==> src/rtl/alg_arith_pkg.sv <==
// Shared definitions for the algorithmic multiplier/divider pair:
// common one-hot state typing and the default operand width.
package alg_arith_pkg;

    localparam int TAMANYO_DEF = 32;

    typedef enum logic [3:0] {
        IDLE  = 4'b0001,
        ADD   = 4'b0010,
        SHIFT = 4'b0100,
        FIN   = 4'b1000
    } alg_state_e;

endpackage

==> src/rtl/valor_absoluto.sv <==
// Combinational two's-complement magnitude; -2^(N-1) maps exactly to 2^(N-1)
// when the result is read as unsigned.
module valor_absoluto
    import alg_arith_pkg::*;
#(
    parameter int tamanyo = TAMANYO_DEF
) (
    input  logic [tamanyo-1:0] x,
    output logic [tamanyo-1:0] mag,
    output logic               sign
);

    assign sign = x[tamanyo-1];
    assign mag  = sign ? (~x + tamanyo'(1)) : x;

endmodule

==> src/rtl/multiplicador_algoritmico.sv <==
// Sequential signed shift-add multiplier with addend: Prod = A*B + C,
// one multiplier bit per ADD/SHIFT pair, sign applied once at FIN.
module multiplicador_algoritmico
    import alg_arith_pkg::*;
#(
    parameter int tamanyo = TAMANYO_DEF
) (
    input  logic                   CLK,
    input  logic                   RSTa,
    input  logic                   Start,
    input  logic [tamanyo-1:0]     A,
    input  logic [tamanyo-1:0]     B,
    input  logic [tamanyo-1:0]     C,
    output logic [2*tamanyo-1:0]   Prod,
    output logic                   Done,
    output logic                   Busy
);

    localparam int N  = tamanyo;
    localparam int P  = 2 * tamanyo;
    localparam int CW = $clog2(tamanyo);

    alg_state_e    state_q, state_d;
    logic [N-1:0]  ma_q, ma_d, qb_q, qb_d, cr_q, cr_d;
    logic [N:0]    accu_q, accu_d;
    logic [CW-1:0] cont_q, cont_d;
    logic          sign_a_q, sign_a_d, sign_b_q, sign_b_d;
    logic [P-1:0]  prod_q, prod_d;
    logic          done_q, done_d;

    logic [N-1:0]  mag_a, mag_b;
    logic          sgn_a, sgn_b;
    logic [P-1:0]  mag;

    valor_absoluto #(.tamanyo(N)) u_abs_a (.x(A), .mag(mag_a), .sign(sgn_a));
    valor_absoluto #(.tamanyo(N)) u_abs_b (.x(B), .mag(mag_b), .sign(sgn_b));

    // Low product bits accumulate in QB as the multiplier bits shift out.
    assign mag = {accu_q[N-1:0], qb_q};

    always_comb begin
        state_d  = state_q;
        ma_d     = ma_q;
        qb_d     = qb_q;
        cr_d     = cr_q;
        accu_d   = accu_q;
        cont_d   = cont_q;
        sign_a_d = sign_a_q;
        sign_b_d = sign_b_q;
        prod_d   = prod_q;
        done_d   = 1'b0;
        case (state_q)
            IDLE: begin
                if (Start) begin
                    sign_a_d = sgn_a;
                    sign_b_d = sgn_b;
                    ma_d     = mag_a;
                    qb_d     = mag_b;
                    cr_d     = C;
                    accu_d   = '0;
                    cont_d   = CW'(N - 1);
                    state_d  = ADD;
                end
            end
            ADD: begin
                if (qb_q[0])
                    accu_d = accu_q + {1'b0, ma_q};
                state_d = SHIFT;
            end
            SHIFT: begin
                {accu_d, qb_d} = {accu_q, qb_q} >> 1;
                cont_d  = cont_q - CW'(1);
                state_d = (cont_q == '0) ? FIN : ADD;
            end
            FIN: begin
                prod_d  = ((sign_a_q ^ sign_b_q) ? (~mag + P'(1)) : mag)
                          + {{N{cr_q[N-1]}}, cr_q};
                done_d  = 1'b1;
                state_d = IDLE;
            end
            default: state_d = IDLE;
        endcase
    end

    always_ff @(posedge CLK or negedge RSTa) begin
        if (!RSTa) begin
            state_q  <= IDLE;
            ma_q     <= '0;
            qb_q     <= '0;
            cr_q     <= '0;
            accu_q   <= '0;
            cont_q   <= '0;
            sign_a_q <= 1'b0;
            sign_b_q <= 1'b0;
            prod_q   <= '0;
            done_q   <= 1'b0;
        end else begin
            state_q  <= state_d;
            ma_q     <= ma_d;
            qb_q     <= qb_d;
            cr_q     <= cr_d;
            accu_q   <= accu_d;
            cont_q   <= cont_d;
            sign_a_q <= sign_a_d;
            sign_b_q <= sign_b_d;
            prod_q   <= prod_d;
            done_q   <= done_d;
        end
    end

    assign Prod = prod_q;
    assign Done = done_q;
    assign Busy = (state_q != IDLE);

`ifndef SYNTHESIS
    // Golden product captured when an operation is accepted.
    logic signed [P-1:0] model_q, model_d;

    always_comb begin
        model_d = model_q;
        if (state_q == IDLE && Start)
            model_d = P'($signed(A)) * P'($signed(B)) + P'($signed(C));
    end

    always_ff @(posedge CLK or negedge RSTa) begin
        if (!RSTa) model_q <= '0;
        else       model_q <= model_d;
    end

    a_start_busy: assert property (@(posedge CLK) disable iff (!RSTa) !(Start && Busy))
        else $warning("Start ignored while Busy");
    a_done_prod: assert property (@(posedge CLK) disable iff (!RSTa)
        Done |-> ($signed(Prod) == model_q));
    a_done_pulse: assert property (@(posedge CLK) disable iff (!RSTa) Done |=> !Done);
`endif

endmodule
==> config.mk <==
export PLATFORM = sky130hd
export DESIGN_NAME = multiplicador_algoritmico
export DESIGN_NICKNAME = d
export VERILOG_FILES = /design/src/rtl/alg_arith_pkg.sv /design/src/rtl/valor_absoluto.sv /design/src/rtl/multiplicador_algoritmico.sv
export SDC_FILE = /design/constraint.sdc
export NUM_CORES = 1
export LEC_CHECK = 0
export CELL_PAD_IN_SITES_DETAIL_PLACEMENT = 1
export CELL_PAD_IN_SITES_GLOBAL_PLACEMENT = 1
export CORE_ASPECT_RATIO = 0.7
export CORE_MARGIN = 2
export CORE_UTILIZATION = 35
export CTS_BUF_LIST = sky130_fd_sc_hd__clkbuf_4
export CTS_CLUSTER_DIAMETER = 60
export DETAILED_ROUTE_END_ITERATION = 12
export GPL_TIMING_DRIVEN = 0
export PLACE_DENSITY_LB_ADDON = 0.1
export RECOVER_POWER = 100
export SKIP_CTS_REPAIR_TIMING = 1
export SYNTH_ARGS = -nofsm -noshare
export SYNTH_HDL_FRONTEND = slang
export SYNTH_SLANG_ARGS = --single-unit
==> constraint.sdc <==
create_clock -name CLK -period 7.46 [get_ports CLK]
set_input_delay 1.492 -clock CLK [delete_from_list [all_inputs] [get_ports CLK]]
set_output_delay 1.492 -clock CLK [all_outputs]
set_load 0.01 [all_outputs]
## After elaboration in Yosys (flattened, before gate mapping)

Cells that the tools add are included.

| word-level totals | value |
|---|---|
| register bits | 205 |
| input bits | 99 |
| word-level logic and storage cells | 47 |
| output and inout bits | 66 |

| operators by class | value |
|---|---|
| add/subtract/negate cells | 6 |
| mux-type cells | 14 |
| bitwise operators | 4 |
| reductions and logical operators | 6 |
| equality and inequality tests | 7 |

Operators with widths:

| operator | number |
|---|---|
| $pmux W33 S3 | 1 |
| $mux W32 | 3 |
| $mux W33 | 2 |
| $add A32 B1 Y32 const B | 2 |
| $add A64 B1 Y64 const B | 1 |
| $add A64 B64 Y64 | 1 |
| $mux W64 | 1 |
| $not A32 Y32 | 2 |
| $not A64 Y64 | 1 |
| $pmux W32 S2 | 1 |
| $add A33 B32 Y33 | 1 |
| $pmux W4 S3 | 1 |
| $pmux W5 S2 | 1 |
| $mux W4 | 2 |
| $logic_not A5 Y1 | 1 |
| $mux W5 | 1 |
| $sub A5 B1 Y5 const B | 1 |
| $eq A4 B1 Y1 const B | 1 |
| $eq A4 B2 Y1 const B | 1 |
| $eq A4 B3 Y1 const B | 1 |
| $eq A4 B4 Y1 const B | 1 |
| $ne A2 B2 Y1 const B | 2 |
| $ne A4 B1 Y1 const B | 1 |
| $reduce_and A2 Y1 | 2 |
| 5 further kinds | 5 |

## Logic depth before layout (Yosys ltp)

| logic depth | value |
|---|---|
| depth in word-level cells | 5 |
| gate-level depth with buffers | 24 |

## Modules after synthesis

Synthesis repeated with hierarchy kept, for this count alone.

| unflattened totals | value |
|---|---|
| cells, all modules | 1,840 |
| area, all modules | 16,190.5 µm² |

Modules (own cells, without submodules):

| module | cells an instance | area each (µm²) | times used | sequential area each (µm²) |
|---|---|---|---|---|
| multiplicador_algoritmico | 1,634 | 14,621.5 | 1 | 5,131.2 |
| valor_absoluto | 103 | 784.5 | 2 | 0.0 |

## Worst setup path before layout

Ideal clock, no wire load.

| path | value |
|---|---|
| path kind | reg2reg |
| start point | register qb_q[17] |
| end point | register prod_q[62], in the netlist Prod[62] |
| cell stages (with the launch flop) | 22 |
| library setup time | 133 ps |
| path slack | 2,894 ps |
| required time | 7,327 ps |
| arrival | 4,432 ps |
| buffers on the path | 1 |
| path through | dfrtp_1 -> or4_4 -> or3_4 -> nor3_4 -> nand2_2 -> nor4_2 -> nand2_1 -> o31ai_1 -> xnor2_1 -> ha_1 -> clkbuf_1 -> a21o_1 -> o21bai_1 -> a21oi_1 -> o21ai_0 -> a21oi_1 -> nor3_1 -> a21oi_1 -> a31oi_1 -> a221oi_1 -> xor2_1 -> o21ai_0 |

| between the ends | value |
|---|---|
| word-level cells in the longest chain between the ends | 4 |

RTL lines:

| item | line | source |
|---|---|---|
| start: declaration | multiplicador_algoritmico.sv:24 | `logic [N-1:0] ma_q, ma_d, qb_q, qb_d, cr_q, cr_d;` |
| start signal: assignment | multiplicador_algoritmico.sv:100 | `qb_q <= qb_d;` |
| $not A64 Y64 | multiplicador_algoritmico.sv:76 | `prod_d = ((sign_a_q ^ sign_b_q) ? (~mag + P'(1)) : mag)` |
| $add A64 B1 Y64 | multiplicador_algoritmico.sv:76 |  |
| $mux W64 * | multiplicador_algoritmico.sv:76 |  |
| $add A64 B64 Y64 * | multiplicador_algoritmico.sv:77 | `+ {{N{cr_q[N-1]}}, cr_q};` |
| end signal: assignment | multiplicador_algoritmico.sv:106 | `prod_q <= prod_d;` |
| end: declaration | multiplicador_algoritmico.sv:28 | `logic [P-1:0] prod_q, prod_d;` |

Every way passes the cells marked *; elsewhere a longest branch is shown, timed or not.
A chain may end at the register's enable or synchronous reset.

## Worst setup path after layout

| path | value |
|---|---|
| start point | register qb_q[0] |
| end point | register prod_q[62], in the netlist Prod[62] |

The elaborated chain is that of the path after synthesis.

==> metrics.txt <==
clk root buf=clkbuf_4; Critical Path RT=about 8.0 ns; Reg2Reg Capture Point=Prod[62]$_DFFE_PN0P_; post-synthesis sequential area ratio=between 30% and 40%; top-level I/O count=~170; P_int=about 1.7 mW; final hold slack=0.459 ns; NumNets Final=2,318; total power=between 2 and 2.5 mW; failing checks=max-capacitance violations, max-slew violations; worst reg-to-reg setup slack=1.14 ns; Post-DP Area=about 0.018 mm^2; Final Core Density=a little over two fifths; critical path type=reg -> reg; die area=0.0464 mm^2; Max-cap violations=1; status=complete, but fails checks; CTS Buf Count=56; Die Span X=257 um; Pleak=just under 9 nW; Max Fclk=around 0.16 GHz; gpl congestion=a little under 0.9; Yosys cell types=76; area grow syn2layout=19.5%; clock power share=a little under half; chip height=about 180 um; Startpoint Class=flip-flop; drt drc=0; Reg-to-Reg Start=qb_q[0]$_DFFE_PN0P_; fillers=5,296; asr flop ratio synth=100%; RSZ-0062 raised after global routing=no; kind of end point of the critical path=flip-flop; synthesized area=roughly 0.016 mm^2; power per cell area=roughly 120 mW/mm^2; Met2 Routed Length=21.7 mm; Setup WS post-layout=roughly 1.1 ns; Yosys reg bits=between 200 and 250; Pre-antenna DRT Iters=5; sequential power share=between 40 and 50%; final setup fails=0; combinational share of power=6.2%; Least-Margin Pin Slew=between 5 and 6 ns; initial drt markers=838; top layer reached by signal wires=met4; Total Wirelength=55.5 mm; clk sink count=slightly above 200; total grt overflow=0; vias=roughly 15,000; HP Class=reg -> reg; period utilization=84.7%; syn nets=approximately 2,100; layout cells sized above 1=about 5.5%; M1 WL=29.8 mm; number of failing hold endpoints at the final stage=0; fin area=approximately 0.019 mm^2; largest net degree at the start of global routing=approximately 110; CP Max Fanout=8; met3 routed WL=roughly 3.3 mm; crit path time final=about 6.3 ns; HPWL Detailed=44.7 mm; DRT antenna net count=0; min-delay src=Prod[36]$_DFFE_PN0P_; Syn Inst Count=about 1,900; Worst IR Drop VDD=roughly 91 uV; initial antenna violation count=1; Worst Setup SP=qb_q[0]$_DFFE_PN0P_; R2R depth=22; Synth Flop Type=dfrtp_1; synthesized area per cell=just over 8 um^2; Critical Path Sink=Prod[62]$_DFFE_PN0P_; core footprint=between 0.04 and 0.05 mm^2; Setup WS pre-CTS=1.53 ns; global-route wire length before repair=just under 90 mm; deepest clock path buffer count=3; crit path DAT=6.89 ns; CTS H-tree lvls=2; CTS clock-pin slew for the worst setup and hold paths=0.07 ns; post-DR vias/cell=5.43; # port buffers=roughly 160; worst rel slew slack=-277%; switching share of power=between 20% and 30%; total track usage=between 20% and 30%; number of synthesized flops with an enable pin=0; clock latency on the worst-skew pair=0.76 ns; Initial Util=approximately 36%; CTS tree=done; Setup Skew=0.0544 ns; # rows=64; synthesis warning total=0; vias in the first global route=between 15,000 and 20,000; Psw=between 500 and 600 uW; Slew Viols, Final=slightly above 100; routed wire length per instance=about 20 um
## registers in the layout, summed over array words and instances (netlist names)
signal,count
Prod,64
state_q,4
cr_q,32
ma_q,32
sign_b_q,1
accu_q,33
qb_q,32
cont_q,5
Done,1
sign_a_q,1
## critical path, stage by stage (launching register included)
cell and delay [ns]:
dfrtp_1 0.41, clkbuf_1 0.27, inv_1 0.19, ha_1 0.23, nand2_1 0.11, or4_1 0.61
nor4b_1 0.77, nand3_2 0.26, nor3b_1 0.34, nor2_1 0.09, xor2_1 0.18, ha_1 0.24
a21o_1 0.19, o21bai_1 0.16, a21oi_1 0.16, o21ai_0 0.10, a21oi_1 0.38, nor3_1 0.10
a21oi_1 0.27, a31oi_1 0.23, a221oi_1 0.33, xor2_1 0.39, o21ai_0 0.13
## synth_stat cells (19+ instances only)
master | n | area (um^2)
clkbuf_1 | 87 | 327
nand4_1 | 21 | 131
xnor2_1 | 94 | 823
nor2_1 | 79 | 297
or3_1 | 19 | 119
dfrtp_1 | 204 | 5100
o21ai_0 | 243 | 1220
xor2_1 | 117 | 1020
nand2_1 | 326 | 1220
nand3_1 | 21 | 105
a21oi_1 | 127 | 636
o31ai_1 | 30 | 225
a21o_1 | 65 | 488
a22oi_1 | 58 | 435
inv_1 | 37 | 139
ha_1 | 113 | 1410
## worst min-delay path by stage
stage | depth (start not counted) | endpoint | slack (ns)
final | 2 | Prod[36]$_DFFE_PN0P_ | 0.46
after global routing | 2 | Prod[36]$_DFFE_PN0P_ | 0.51
after CTS | 2 | Prod[36]$_DFFE_PN0P_ | 0.47
after detailed placement | 2 | Prod[36]$_DFFE_PN0P_ | 0.46
after global placement | 2 | Prod[36]$_DFFE_PN0P_ | 0.45
after floorplan | 2 | cr_q[0]$_DFFE_PN0P_ | 0.45
## final cells by class
class | instances | area (um^2) | area share [%]
Multi-Input combinational cell | 1547 | 9970 | 53.4
Clock buffer | 79 | 593 | 3.17
Antenna cell | 1 | 2.50 | 0.0134
Clock inverter | 15 | 90.1 | 0.482
Sequential cell | 205 | 5130 | 27.5
Tap cell | 594 | 743 | 3.98
Inverter | 37 | 139 | 0.743
Buffer | 92 | 348 | 1.86
Timing Repair Buffer | 165 | 1660 | 8.89
## stage by stage
stage,cells,TNS (ns)
global placement,2638,-850.07
floorplan,1881,0
finish,2735,0
CTS,2734,0
global route,2735,0
detailed placement,2640,0
## placed cells by master (no fill, tap or decap), types with 6 or more instances in the layout
master,synthesis,routed
nand2b_1,15,16
nor4_1,11,11
o41ai_1,12,13
xnor2_1,94,94
a21oi_1,127,127
a22oi_1,58,58
clkdlybuf4s50_1,0,93
nor4b_1,5,6
o21bai_1,15,15
nand2_1,326,326
nand4_1,21,21
dfrtp_1,204,203
clkbuf_1,87,88
o31ai_1,30,30
or4_1,14,15
o21ai_0,243,244
ha_1,113,113
inv_1,37,37
dlygate4sd3_1,0,69
nor3_1,17,17
xor2_1,117,117
nor2b_1,8,8
nand3_1,21,21
o21a_1,17,17
a211oi_1,7,7
clkinv_1,0,11
a21o_1,65,65
a31oi_1,15,15
nor2_1,79,79
clkbuf_4,0,79
or3_1,19,20
## power by group through the flow
stage | logic, mW | registers (mW) | clock network [mW]
floorplan | 0.0386 | 1.13 | 0
global placement | 0.141 | 1.13 | 0
detailed placement | 0.146 | 1.13 | 0
CTS | 0.147 | 1.11 | 1.07
global route | 0.158 | 1.11 | 1.12
finish | 0.142 | 1.11 | 1.04
## kinds of logic after synthesis
| family | count (synthesis) | share of synthesized area, % |
|---|---|---|
| AOI/OAI and AO/OA | 640 | 25.2 |
| xor gates and xnor gates | 211 | 11.8 |
| muxes | 5 | 0.336 |
| buffers and inverters | 129 | 3.11 |
| and+or+nand+nor | 576 | 17.4 |
| DFF | 205 | 32.8 |
| adders and majority gates | 115 | 9.30 |
## routing by layer
metal	vias up	GRT usage, %
met3	65	5.05
met5	-	0
met1	7237	37.1
met4	0	4.35
met2	319	33.3
li1	7242	-
No activity file was read; power rests on OpenSTA's default activity.
